===== src/rtl/mem_port_arbiter.sv =====
// Arbitrates the fetch and data requesters onto one single-ported, fixed-latency memory.
// Define ARB_PERF_CNT_EN to add the perf_conflict / perf_if_wait counter ports.
module mem_port_arbiter #(
  parameter int MEM_LAT    = 2,
  parameter int STARVE_MAX = 4
) (
  input  logic        clk,
  input  logic        rst,
  input  logic        if_req,
  input  logic [31:0] if_addr,
  input  logic        if_kill,
  output logic        if_gnt,
  output logic        if_rvalid,
  output logic [31:0] if_rdata,
  input  logic        d_req,
  input  logic        d_we,
  input  logic [31:0] d_addr,
  input  logic [31:0] d_wdata,
  input  logic [3:0]  d_be,
  output logic        d_gnt,
  output logic        d_rvalid,
  output logic [31:0] d_rdata,
  output logic        mem_en,
  output logic        mem_we,
  output logic [31:0] mem_addr,
  output logic [31:0] mem_wdata,
  output logic [3:0]  mem_be,
  input  logic [31:0] mem_rdata,
  output logic        busy
`ifdef ARB_PERF_CNT_EN
  ,
  output logic [31:0] perf_conflict,
  output logic [31:0] perf_if_wait
`endif
);

  localparam logic [3:0] CNT_INIT   = 4'(MEM_LAT - 1);
  localparam logic [3:0] STARVE_LIM = 4'(STARVE_MAX);

  typedef enum logic {IDLE, BUSY} state_t;
  typedef enum logic {OWN_IF, OWN_D} owner_t;

  typedef struct packed {
    logic        we;
    logic [31:0] addr;
    logic [31:0] wdata;
    logic [3:0]  be;
  } mem_req_t;

  state_t     state_q, state_d;
  owner_t     owner_q, owner_d;
  logic [3:0] cnt_q, cnt_d;
  logic [3:0] starve_q, starve_d;
  logic       st_q, st_d;            // in-flight data access is a store
  logic       kill_pend_q, kill_pend_d;

  logic       resp_cyc, issue_win, if_win, d_win;
  mem_req_t   req;

  // The response cycle doubles as an issue slot so accesses can run back-to-back.
  assign resp_cyc  = (state_q == BUSY) && (cnt_q == 4'd0);
  assign issue_win = !rst && ((state_q == IDLE) || resp_cyc);
  assign if_win    = issue_win && if_req && (!d_req || (starve_q == STARVE_LIM));
  assign d_win     = issue_win && d_req && !if_win;

  always_comb begin
    req = '0;
    if (if_win) begin
      req.addr = if_addr;
      req.be   = 4'hF;
    end else if (d_win) begin
      req.we    = d_we;
      req.addr  = d_addr;
      req.wdata = d_wdata;
      req.be    = d_be;
    end
  end

  assign if_gnt    = if_win;
  assign d_gnt     = d_win;
  assign mem_en    = if_win | d_win;
  assign mem_we    = req.we;
  assign mem_addr  = req.addr;
  assign mem_wdata = req.wdata;
  assign mem_be    = req.be;
  assign busy      = !rst && (state_q == BUSY);

  // A flushed fetch still occupies the memory; only its response is hidden.
  assign if_rvalid = !rst && resp_cyc && (owner_q == OWN_IF) && !kill_pend_q && !if_kill;
  assign d_rvalid  = !rst && resp_cyc && (owner_q == OWN_D);
  assign if_rdata  = if_rvalid ? mem_rdata : '0;
  assign d_rdata   = (d_rvalid && !st_q) ? mem_rdata : '0;

  always_comb begin
    state_d     = state_q;
    cnt_d       = cnt_q;
    owner_d     = owner_q;
    st_d        = st_q;
    kill_pend_d = kill_pend_q;
    starve_d    = starve_q;

    if ((state_q == BUSY) && (owner_q == OWN_IF) && if_kill) kill_pend_d = 1'b1;

    if ((state_q == BUSY) && (cnt_q != 4'd0)) cnt_d = cnt_q - 4'd1;
    else if (resp_cyc)                        state_d = IDLE;

    // A new issue overrides the response-cycle return to IDLE and any kill just seen.
    if (if_win || d_win) begin
      state_d     = BUSY;
      cnt_d       = CNT_INIT;
      owner_d     = if_win ? OWN_IF : OWN_D;
      st_d        = d_win && d_we;
      kill_pend_d = 1'b0;
    end

    if (if_win)
      starve_d = '0;
    else if (d_win && if_req && (starve_q != STARVE_LIM))
      starve_d = starve_q + 4'd1;
  end

  always_ff @(posedge clk) begin
    if (rst) begin
      state_q     <= IDLE;
      cnt_q       <= '0;
      starve_q    <= '0;
      owner_q     <= OWN_IF;
      st_q        <= 1'b0;
      kill_pend_q <= 1'b0;
    end else begin
      state_q     <= state_d;
      cnt_q       <= cnt_d;
      starve_q    <= starve_d;
      owner_q     <= owner_d;
      st_q        <= st_d;
      kill_pend_q <= kill_pend_d;
    end
  end

`ifdef ARB_PERF_CNT_EN
  always_ff @(posedge clk) begin
    if (rst) begin
      perf_conflict <= '0;
      perf_if_wait  <= '0;
    end else begin
      if (issue_win && if_req && d_req) perf_conflict <= perf_conflict + 32'd1;
      if (if_req && !if_gnt)            perf_if_wait  <= perf_if_wait + 32'd1;
    end
  end
`endif

endmodule

===== config.mk =====
export PLATFORM = sky130hd
export DESIGN_NAME = mem_port_arbiter
export DESIGN_NICKNAME = d
export VERILOG_FILES = /design/src/rtl/mem_port_arbiter.sv
export SDC_FILE = /design/constraint.sdc
export NUM_CORES = 1
export LEC_CHECK = 0
export BUFFER_PORTS_ARGS = -buffer_cell sky130_fd_sc_hd__buf_2
export CORE_AREA = 2 2 108 110
export DETAILED_ROUTE_END_ITERATION = 10
export DIE_AREA = 0 0 110 112
export GPL_TIMING_DRIVEN = 0
export SYNTH_ARGS = -nofsm -noshare
export SYNTH_HDL_FRONTEND = slang
export SYNTH_SLANG_ARGS = --single-unit

===== constraint.sdc =====
create_clock -name clk -period 2.3 [get_ports clk]
set_input_delay 0.23 -clock clk [delete_from_list [all_inputs] [get_ports clk]]
set_output_delay 0.23 -clock clk [all_outputs]
set_load 0.1 [all_outputs]

# Word level (Yosys, flattened, before mapping)
# Index checks and enable logic that the tools add are counted.
classes:
  add_sub_neg: 2
  bitwise: 3
  n_mux: 13
  n_reduce_logical: 35
  eq_ne: 3
op_table:
  columns: ["cell", "count"]
  rows:
  - ["32-bit two-way mux", 4]
  - ["69-bit two-way mux", 1]
  - ["1-bit logical AND", 19]
  - ["1-bit two-way mux", 7]
  - ["1-bit zero test", 6]
  - ["4-bit by 1-bit adder with 4-bit output, second input constant", 1]
  - ["4-bit by 3-bit == test with 1-bit output, second input constant", 1]
  - ["4-bit zero test", 1]
  - ["4-bit two-way mux", 1]
  - ["4-bit by 3-bit inequality test with 1-bit output, second input constant", 1]
  - ["2-bit nonzero test", 2]
  - ["4-bit nonzero test", 1]
  - ["2-bit OR reduction", 2]
  - ["4-bit by 1-bit subtractor with 4-bit output, second input constant", 1]
  - ["1-bit logical OR", 3]
  - ["2-bit by 1-bit inequality test with 1-bit output, second input constant", 1]
  - ["1-bit inverter", 2]
  - ["2-bit AND reduction", 1]
  - ["1-bit bitwise OR", 1]
totals:
  out_inout_bits: 139
  inputBits: 138
  regBits: 12

# Longest topological paths before layout
# Gate-level depths: netlist of run 1.
logic_depth:
  ltp_word: 11
  ltp_mapped: 9
  depth_no_buf: 6

# Worst setup path after synthesis of run 1
# OpenSTA, ideal clock, no wires.
synth_timing:
  path_type: "reg-to-output"
  from: "register state_q"
  to: "output if_rdata[22]"
  n_path_buf: 1
  setup_slack_ns: -1.941
  arrival_ns: 4.011
  path_stages_with_launch: 6
  cell_sequence: "dfxtp_1 nor2b_1 nand2b_4 nor4_4 clkbuf_1 and2_1"
synth_via:
  elab_chain_len: 6
synth_rtl:
  columns: ["item", "line", "rtl"]
  rows:
  - ["start: declaration", "50", "state_t state_q, state_d;"]
  - ["start signal: assignment", "131", "state_q <= state_d;"]
  - ["1-bit logical AND", "61", "assign resp_cyc = (state_q == BUSY) && (cnt_q == 4'd0);"]
  - ["1-bit logical AND (4 in series)", "89", "assign if_rvalid = !rst && resp_cyc && (owner_q == OWN_IF) && !kill_pend_q && !if_kill;"]
  - ["named net if_rvalid", "13", "output logic if_rvalid,"]
  - ["32-bit two-way mux", "91", "assign if_rdata = if_rvalid ? mem_rdata : '0;"]
  - ["end: declaration", "14", "output logic [31:0] if_rdata,"]
# The timed path passes the listed nets, and every way through them passes these cells.

# Worst setup path after layout of run 1
layout_timing:
  from: "register cnt_q[1]"
  to: "output mem_wdata[13]"
layout_via:
  elab_chain_len: 10
  elab_cells_between_ends: 11
  classes_between: "2 x mux; 9 x reduce/logical"
layout_rtl:
  columns: ["item", "line", "rtl"]
  rows:
  - ["start: declaration", "52", "logic [3:0] cnt_q, cnt_d;"]
  - ["start signal: assignment", "132", "cnt_q <= cnt_d;"]
  - ["4-bit zero test (*)", "61", null]
  - ["1-bit logical AND (*)", "61", null]
  - ["1-bit logical OR (*)", "62", "assign issue_win = !rst && ((state_q == IDLE) || resp_cyc);"]
  - ["1-bit logical AND (*)", "62", null]
  - ["1-bit logical AND (2 in series)", "63", "assign if_win = issue_win && if_req && (!d_req || (starve_q == STARVE_LIM));"]
  - ["1-bit zero test", "64", "assign d_win = issue_win && d_req && !if_win;"]
  - ["1-bit logical AND", "64", null]
  - ["69-bit two-way mux", "71", "end else if (d_win) begin"]
  - ["32-bit two-way mux (*)", "68", "if (if_win) begin"]
  - ["end: declaration", "26", "output logic [31:0] mem_wdata,"]
# Mark *: on every way between the ends. The rest lies on a longest branch, timed or not.

==> results of run 1 <==
-- placed cells by master (no fill, tap or decap), types with 6 or more instances in the layout --
| cell type | count |
|---|---|
| buf_2 | 138 |
| buf_12 | 135 |
| and2_4 | 95 |
| nand2_1 | 67 |
| o21ai_4 | 32 |
| buf_6 | 15 |
| buf_4 | 11 |
| dfxtp_1 | 11 |
| buf_8 | 9 |
| clkbuf_16 | 6 |
| nand3_1 | 6 |
-- flip-flops by register name, indices dropped and copies added, names as in the netlist --
register,cells
starve_q,4
st_q,1
cnt_q,4
kill_pend_q,1
state_q,1
owner_q,1
-- power breakdown --
part | internal, µW | switching [µW] | total, µW | leakage (µW)
combinational | 616 | 995 | 1610 | 0.00275
sequential | 220 | 10.4 | 230 | 0.0000986
clock | 263 | 97.3 | 360 | 0.0000442
-- what timing repair did --
| item | in CTS | in global routing |
|---|---|---|
| setup buffers | 10 | 4 |
| setup endpoints to repair | 137 | 138 |
| hold buffers | 0 | 0 |
| pin swaps | 33 | 30 |
| gates cloned | 4 | 4 |
| resized for setup | 599 | 38 |
-- per-layer routing --
metal | track usage [%] | share of wire, % | vias to the layer above
met3 | 4.39 | 8.1 | 38
met1 | 19.9 | 35 | 1483
met2 | 33.6 | 53 | 182
met4 | 6.41 | 3.5 | 0
li1 | - | - | 1556
met5 | 0 | 0 | -
-- worst min path at each step --
stage,endpoint,cells past startpoint,start
after detailed placement,starve_q[2]$_SDFFE_PP0P_,1,starve_q[2]$_SDFFE_PP0P_
after CTS,st_q$_SDFFE_PP0P_,2,d_we
final,st_q$_SDFFE_PP0P_,2,d_we
after global placement,starve_q[2]$_SDFFE_PP0P_,1,starve_q[2]$_SDFFE_PP0P_
after floorplan,st_q$_SDFFE_PP0P_,1,d_we
after global routing,st_q$_SDFFE_PP0P_,2,d_we
-- cell families (layout without fill, tap and decap cells) --
logic type | count (synthesis) | count (layout) | share of synthesized area, %
AOI/OAI and AO/OA | 53 | 53 | 18.1
adders and majority gates | 3 | 3 | 2.07
buffers and inverters | 29 | 328 | 6.91
DFF | 12 | 12 | 13.3
and+or+nand+nor | 199 | 200 | 59.6
-- stage by stage --
| stage | power [µW] | setup WS (ns) | instance area (µm²) | hold WS (ns) |
|---|---|---|---|---|
| finish | 2200 | -0.240 | 6580 | 0.231 |
| global route | 2280 | -0.331 | 6580 | 0.242 |
| CTS | 2160 | -0.226 | 6440 | 0.231 |
| detailed placement | 1430 | -0.520 | 4020 | 0.473 |
| global placement | 1420 | -0.516 | 4020 | 0.462 |
| floorplan | 1180 | -0.218 | 2470 | 0.363 |
-- critical path, cell delays in order, from the launching register on --
cell and delay (ns):
dfxtp_2 0.32, inv_2 0.06, ha_4 0.13, or3b_4 0.37, buf_6 0.14, a221oi_4 0.30
buf_12 0.18, nor2b_4 0.06, buf_6 0.14, and2_2 0.20, buf_8 0.17
-- final cells by class --
class	instances	share of cell area [%]
Buffer	24	4.31
Clock buffer	4	1.35
Inverter	5	0.285
Multi-Input combinational cell	256	32.4
Sequential cell	12	3.67
Tap cell	143	2.72
Timing Repair Buffer	295	55.2
==> run metrics, run 1 <==
share of cells above drive strength 1 79.0%; Post-synth EDFFs 0; H-tree levels 1; worst reg2reg startpoint cnt_q[1]$_SDFFE_PP0P_; clock latency on the worst-skew pair 0.24 ns; GRT Util Overall 18.3%; starting density of the core 16.2%; Non-Filler Instances 739; worst-path maximum fanout 10; core footprint 11200 µm²; DRT iter0 DRCs 91; post-route antenna net violation count 0; CP Data Arrival Time 2.31 ns; area occupied by multi-input gates 2140 µm²; cell area after synthesis 1810 µm²; mean area per synthesized cell 6.12 µm²; critical path endpoint mem_wdata[13]; largest net degree at the start of global routing 11; CTS sink count 12; FF-to-FF path depth 9; Critical Path Source Type flop; Worst-path clk slew 0.04 ns; Die Area 12300 µm²; top cells by count, synth and2_1 (98), nand2_1 (68), o21ai_0 (29); initial antenna violation count 0; post-layout min period 2.54 ns; post-placement cell count 714; wire length per cell 16.5 µm; Post-Route Setup TNS -23.25 ns; Die W 110 µm; Inserted Diodes 0; CTS Root Cell clkbuf_16; Clock Tree Buf Depth 2; Synth Instances 296; top post-synthesis cells by area and2_1 (34%), nand2_1 (14%), dfxtp_1 (13%); largest area contributor in the netlist and2_1; internal reg-to-reg setup slack 0.31 ns; Ys Warns 0; status complete, but fails checks; pwr dens 334 nW/µm²; MaxCap Viol Count 0; Crit Path Category reg2out; Lkg Pwr 0.00290 µW; first-pass GRT wire length 17700 µm; Core Rows 39; Yosys cell types 34; RSZ-0062 raised after global routing yes; filler instances 845; nets 738; worst-margin pin slew 0.575 ns; Top FF cell, synth dfxtp_1; final WL 12200 µm; Rel. slew slack 61.7%; # DRC 0; CP Launch Point cnt_q[1]$_SDFFE_PP0P_; Vert. Die Dim 112 µm; vias in the first global route 3471; Final Util 58.9%; worst vdd ir 0.000386 V; final hold violation count 0; area growth from synthesis to layout 264%; failing checks setup timing; final setup fails 137; total CTS buffers 3; DRT Pass-1 Iters 4; Synth top area share 33.9%; Hold/Removal Path Class in2reg; FF+latch count, synth 12; Synthesized Nets 437; Vias 3259; area taken by flip-flops and latches 241 µm²; sequential area share after synthesis 13.3%; top-count cell post-synth and2_1; WP data required 2.07 ns; TritonCTS clock tree done; Via density 4.41; grt ovf 0; IO buf count 275; Slew Limit Fails 0; post-route setup slack -0.240 ns; RR Endpoint st_q$_SDFFE_PP0P_; Tcrit/Tclk final 110%; fmax 394 MHz; clock skew 0.00189 ns; critical path capture point type output pin; fraction of registers with async set/reset 0%; placed wire-length estimate 7790 µm; RD Place Congestion 0.812; Ports 277
Power figures use the tool's default switching activity.
==> run 2, diff against run 1 <==
--- a/config.mk
+++ b/config.mk
@@ -10,6 +10,7 @@
 export DETAILED_ROUTE_END_ITERATION = 10
 export DIE_AREA = 0 0 110 112
 export GPL_TIMING_DRIVEN = 0
+export PLACE_DENSITY = 0.47
 export SYNTH_ARGS = -nofsm -noshare
 export SYNTH_HDL_FRONTEND = slang
 export SYNTH_SLANG_ARGS = --single-unit
==> run metrics, run 2 (synthesized netlist as in run 1, its figures left out) <==
status complete, but fails checks; failing checks setup timing; Rel. slew slack 62.2% (+0.52 points); final WL 12500 µm (+2.6%); post-route antenna net violation count 0 (unchanged); worst vdd ir 0.000195 V (-49%); filler instances 894 (+5.8%); Clock Tree Buf Depth 2 (unchanged); starting density of the core 16.2% (unchanged); clock skew 0.00188 ns (-0.00000954 ns); GRT Util Overall 18.9% (+0.62 points); Tcrit/Tclk final 110% (-0.86 points); Non-Filler Instances 737 (-0.27%); Vert. Die Dim 112 µm (unchanged); pwr dens 334 nW/µm² (about the same); WP data required 2.07 ns (about the same); Slew Limit Fails 0 (unchanged); fmax 397 MHz (+0.78%); Critical Path Source Type flop; DRT Pass-1 Iters 4 (unchanged); final setup fails 135 (-1.5%); DRT iter0 DRCs 91 (unchanged); largest net degree at the start of global routing 11 (unchanged); Core Rows 39 (unchanged); total CTS buffers 3 (unchanged); RSZ-0062 raised after global routing yes; post-placement cell count 714 (unchanged); area occupied by multi-input gates 2120 µm² (-0.94%); wire length per cell 17.0 µm (+2.8%); CTS sink count 12 (unchanged); vias in the first global route 3465 (-0.17%); MaxCap Viol Count 0 (unchanged); post-route setup slack -0.220 ns (+0.0198 ns); # DRC 0 (unchanged); Via density 4.29 (-2.7%); commonest non-fill, non-tap cell in the layout buf_2; post-layout min period 2.52 ns (-0.0198 ns); critical path capture point type output pin; placed inst area 4020 µm² (unchanged); worst-path maximum fanout 10 (unchanged); Die W 110 µm (unchanged); biggest regs cnt_q x4, starve_q x4; Hold/Removal Path Class in2reg; share of cells above drive strength 1 79.1% (+0.098 points); final hold violation count 0 (unchanged); H-tree levels 1 (unchanged); initial antenna violation count 0 (unchanged); commonest cells after routing, fill and taps aside buf_2 (138), buf_12 (136), and2_4 (84); final instance area 6590 µm² (about the same); core footprint 11200 µm² (unchanged); first-pass GRT wire length 18100 µm (+2.4%); worst-margin pin slew 0.567 ns (-0.00781 ns); Ports 277 (unchanged); area growth from synthesis to layout 264% (about the same); Lkg Pwr 0.00289 µW (-0.23%); Worst-path clk slew 0.05 ns (about the same); clock latency on the worst-skew pair 0.24 ns (about the same); CTS Root Cell clkbuf_16; Inserted Diodes 0 (unchanged); hold bufs inserted after CTS 0 (unchanged); Crit Path Category reg2out; RD Place Congestion 0.782 (-3.7%); IO buf count 275 (unchanged); area taken by flip-flops and latches 241 µm² (unchanged); Vias 3161 (-3.0%); placed wire-length estimate 8090 µm (+3.9%); nets 736 (-0.27%); grt ovf 0 (unchanged); Die Area 12300 µm² (unchanged); CP Data Arrival Time 2.29 ns (-0.02 ns); TritonCTS clock tree done
==> run 2: what timing repair did <==
action | CTS | global route
setup endpoints to repair | 137 | 137
cloned | 3 | 4
resized for setup | 565 | 61
pin swaps | 44 | 24
buffers inserted | 9 | 4
==> run 2: layout make-up <==
cell class | instances | area share, %
Buffer | 23 | 4.33
Multi-Input combinational cell | 255 | 32.1
Tap cell | 143 | 2.72
Inverter | 5 | 0.285
Clock buffer | 4 | 1.35
Timing Repair Buffer | 295 | 55.5
Sequential cell | 12 | 3.67
==> run 2: final timing paths <==
check                          end                  start  slack [ns]  depth (start not counted)
max                  mem_wdata[15]  cnt_q[1]$_SDFFE_PP0P_       -0.22                          9
min              st_q$_SDFFE_PP0P_                   d_we        0.23                          2
max reg2reg      st_q$_SDFFE_PP0P_  cnt_q[1]$_SDFFE_PP0P_        0.31                          8
min reg2reg  cnt_q[1]$_SDFFE_PP0P_  cnt_q[1]$_SDFFE_PP0P_        0.48                          2
==> run 2: critical path, stage by stage, from the launching register on <==
cell	delay, ns
dfxtp_2	0.32
inv_2	0.06
ha_4	0.13
or3b_4	0.43
a221oi_4	0.33
buf_12	0.18
nor2b_4	0.07
buf_6	0.13
and2_2	0.21
buf_12	0.16
==> run 2: power breakdown <==
| part | switching [µW] | internal, µW | leakage, µW |
|---|---|---|---|
| Sequential | 10.1 | 220 | 0.0000986 |
| Clock | 100 | 263 | 0.0000442 |
| Combinational | 996 | 613 | 0.00275 |
| Total | 1110 | 1100 | 0.00289 |
==> run 2: metrics by stage <==
step	power [µW]	setup slack, ns	TNS (ns)	hold WS (ns)	utilization [%]
finish	2200	-0.220	-18.48	0.235	59.0
global route	2270	-0.294	-28.94	0.233	59.0
CTS	2140	-0.248	-24.68	0.229	56.6
detailed placement	1430	-0.619	-53.49	0.472	36.0
global placement	1420	-0.618	-52.69	0.461	36.0
floorplan	1180	-0.218	-3.60	0.363	-
==> run 2: per-layer routing <==
| metal | GRT usage [%] | vias up | part of all wire, % |
|---|---|---|---|
| li1 | - | 1552 | - |
| met1 | 19.7 | 1459 | 35 |
| met2 | 37.6 | 133 | 58 |
| met3 | 3.40 | 17 | 5.6 |
| met4 | 4.39 | 0 | 1.9 |
| met5 | 0 | - | 0 |
==> run 3, diff against run 2 <==
--- a/config.mk
+++ b/config.mk
@@ -10,7 +10,7 @@
 export DETAILED_ROUTE_END_ITERATION = 10
 export DIE_AREA = 0 0 110 112
 export GPL_TIMING_DRIVEN = 0
-export PLACE_DENSITY = 0.47
+export PLACE_DENSITY = 0.55
 export SYNTH_ARGS = -nofsm -noshare
 export SYNTH_HDL_FRONTEND = slang
 export SYNTH_SLANG_ARGS = --single-unit
==> run metrics, run 3 (synthesized netlist as in run 1, its figures left out) <==
status complete, but fails checks; failing checks setup timing; Ports 277 (unchanged); core footprint 11200 µm² (unchanged); Critical-path top delay cell or3b_1; largest net degree at the start of global routing 11 (unchanged); Lkg Pwr 0.00293 µW (+1.3%); net switching power 1100 µW (-0.55%); WP data required 2.07 ns (about the same); dpl ws -0.583 ns (+0.0356 ns); share of cells above drive strength 1 79.3% (+0.17 points); clock latency on the worst-skew pair 0.24 ns (about the same); worst vdd ir 0.000331 V (+69%); worst-path maximum fanout 10 (unchanged); Comb pwr share 74.9% (+1.8 points); RD Place Congestion 0.854 (+9.3%); DRT Pass-1 Iters 4 (unchanged); worst path bufs/invs 5 (+1); biggest regs cnt_q x4, starve_q x4; Slew Limit Fails 0 (unchanged); Inserted Diodes 0 (unchanged); final setup fails 133 (-1.5%); cell internal pwr 1070 µW (-2.0%); post-route antenna net violation count 0 (unchanged); clock skew 0.00309 ns (+0.00121 ns); Vert. Die Dim 112 µm (unchanged); grt ovf 0 (unchanged); CTS sink count 12 (unchanged); worst-margin pin slew 0.582 ns (+0.0153 ns); pwr dens 326 nW/µm² (-2.3%); Critical Path Source Type flop; TritonCTS clock tree done; Core Rows 39 (unchanged); Die W 110 µm (unchanged); commonest non-fill, non-tap cell in the layout buf_2; # DRC 0 (unchanged); H-tree levels 1 (unchanged); commonest cells after routing, fill and taps aside buf_2 (137), buf_12 (136), and2_4 (95); area growth from synthesis to layout 268%; fmax 396 MHz (-0.27%); initial antenna violation count 0 (unchanged); Die Area 12300 µm² (unchanged); final WL 12400 µm (-0.89%); IO buf count 275 (unchanged); Rel. slew slack 61.2% (-1.0 points); sequential group share of total power 10.6% (+0.2 points); Tcrit/Tclk final 110% (+0.30 points); critical path capture point type output pin; total CTS buffers 3 (unchanged); Via density 4.39 (+2.4%); MaxCap Viol Count 0 (unchanged); RSZ-0062 raised after global routing yes; hold bufs inserted after CTS 0 (unchanged); CP max stage delay 0.35 ns (-0.08 ns); first-pass GRT wire length 18200 µm (+0.61%); CTS Root Cell clkbuf_16; clock share of power 14.5% (-2.0 points); final hold violation count 0 (unchanged); Clock Tree Buf Depth 2 (unchanged); Worst-path clk slew 0.04 ns (about the same); Vias 3259 (+3.1%); GRT Util Overall 18.9% (+0.022 points); Crit Path Category reg2out; post-route setup slack -0.227 ns (-0.00679 ns); Crit path top cell by count buf_6; nets 742 (+0.82%); wire length per cell 16.7 µm (-1.6%); starting density of the core 16.2% (unchanged); final instance area 6660 µm² (+1.1%); vias in the first global route 3504 (+1.1%); placed wire-length estimate 7720 µm (-4.6%); sw frac 50.6% (+0.36 points); placed inst area 4020 µm² (unchanged); CP Data Arrival Time 2.30 ns (about the same); DRT iter0 DRCs 138 (+52%); post-layout min period 2.53 ns (+0.00679 ns); Top delay family on crit path buffers and inverters; Hold/Removal Path Class in2reg; CP cell instances inv_2 -> ha_4 -> or3b_1 -> buf_6 -> a221oi_4 -> buf_12 -> nor2b_4 -> buf_6 -> and2_2 -> buf_8
## run 3: timing repair
action / in CTS / in global routing
buffers inserted: 12 / 6
resized for setup: 600 / 40
endpoints found under the setup margin: 137 / 138
gates cloned: 5 / 3
pin swaps: 12 / 52
## run 3: power groups by stage
stage	Sequential (µW)	Clock [µW]	Combinational (µW)
3_5_place_dp	233	0	1190
6_report	230	315	1630
2_1_floorplan	230	0	950
4_1_cts	230	319	1580
5_1_grt	232	327	1690
3_3_place_gp	233	0	1190
## run 3: metrics by stage
stage	utilization, %	hold WS [ns]	TNS, ns	power (µW)	instances
floorplan	-	0.363	-3.60	1180	296
global placement	36.0	0.453	-51.12	1420	714
detailed placement	36.0	0.465	-53.92	1430	714
CTS	57.8	0.234	-22.93	2120	734
global route	59.6	0.248	-32.32	2250	742
finish	59.6	0.231	-21.30	2170	742
## run 3: final cells by class
class                   count  area, µm²
well taps                 143        179
repair buffers            299       3700
flip-flops and latches     12        243
plain buffers              24        308
inverters                   5       18.8
fillers                   885       4510
clock buffers               3       75.1
multi-input cells         256       2140
## run 3: layer usage
layer / vias to the layer above / GRT usage (%) / part of all wire [%]
met5: - / 0 / 0
met3: 34 / 3.40 / 6.5
met2: 156 / 35.6 / 55
met4: 0 / 6.50 / 3.5
li1: 1566 / - / -
met1: 1503 / 20.6 / 35
## run 3: worst paths after layout
| path | cells after the start | start | slack (ns) | end |
|---|---|---|---|---|
| worst max-delay path | 10 | cnt_q[1]$_SDFFE_PP0P_ | -0.23 | mem_wdata[5] |
| worst min-delay path | 2 | d_we | 0.23 | st_q$_SDFFE_PP0P_ |
| worst max register to register | 9 | cnt_q[1]$_SDFFE_PP0P_ | 0.32 | st_q$_SDFFE_PP0P_ |
| worst min register to register | 1 | starve_q[2]$_SDFFE_PP0P_ | 0.47 | starve_q[2]$_SDFFE_PP0P_ |
## run 3: worst register-to-register path, stage by stage, from the launching register on
cell      delay (ns)
dfxtp_2         0.31
inv_2           0.06
ha_4            0.13
or3b_1          0.35
buf_6           0.15
a221oi_4        0.30
buf_12          0.18
buf_4           0.11
nor2b_2         0.05
a22o_1          0.22
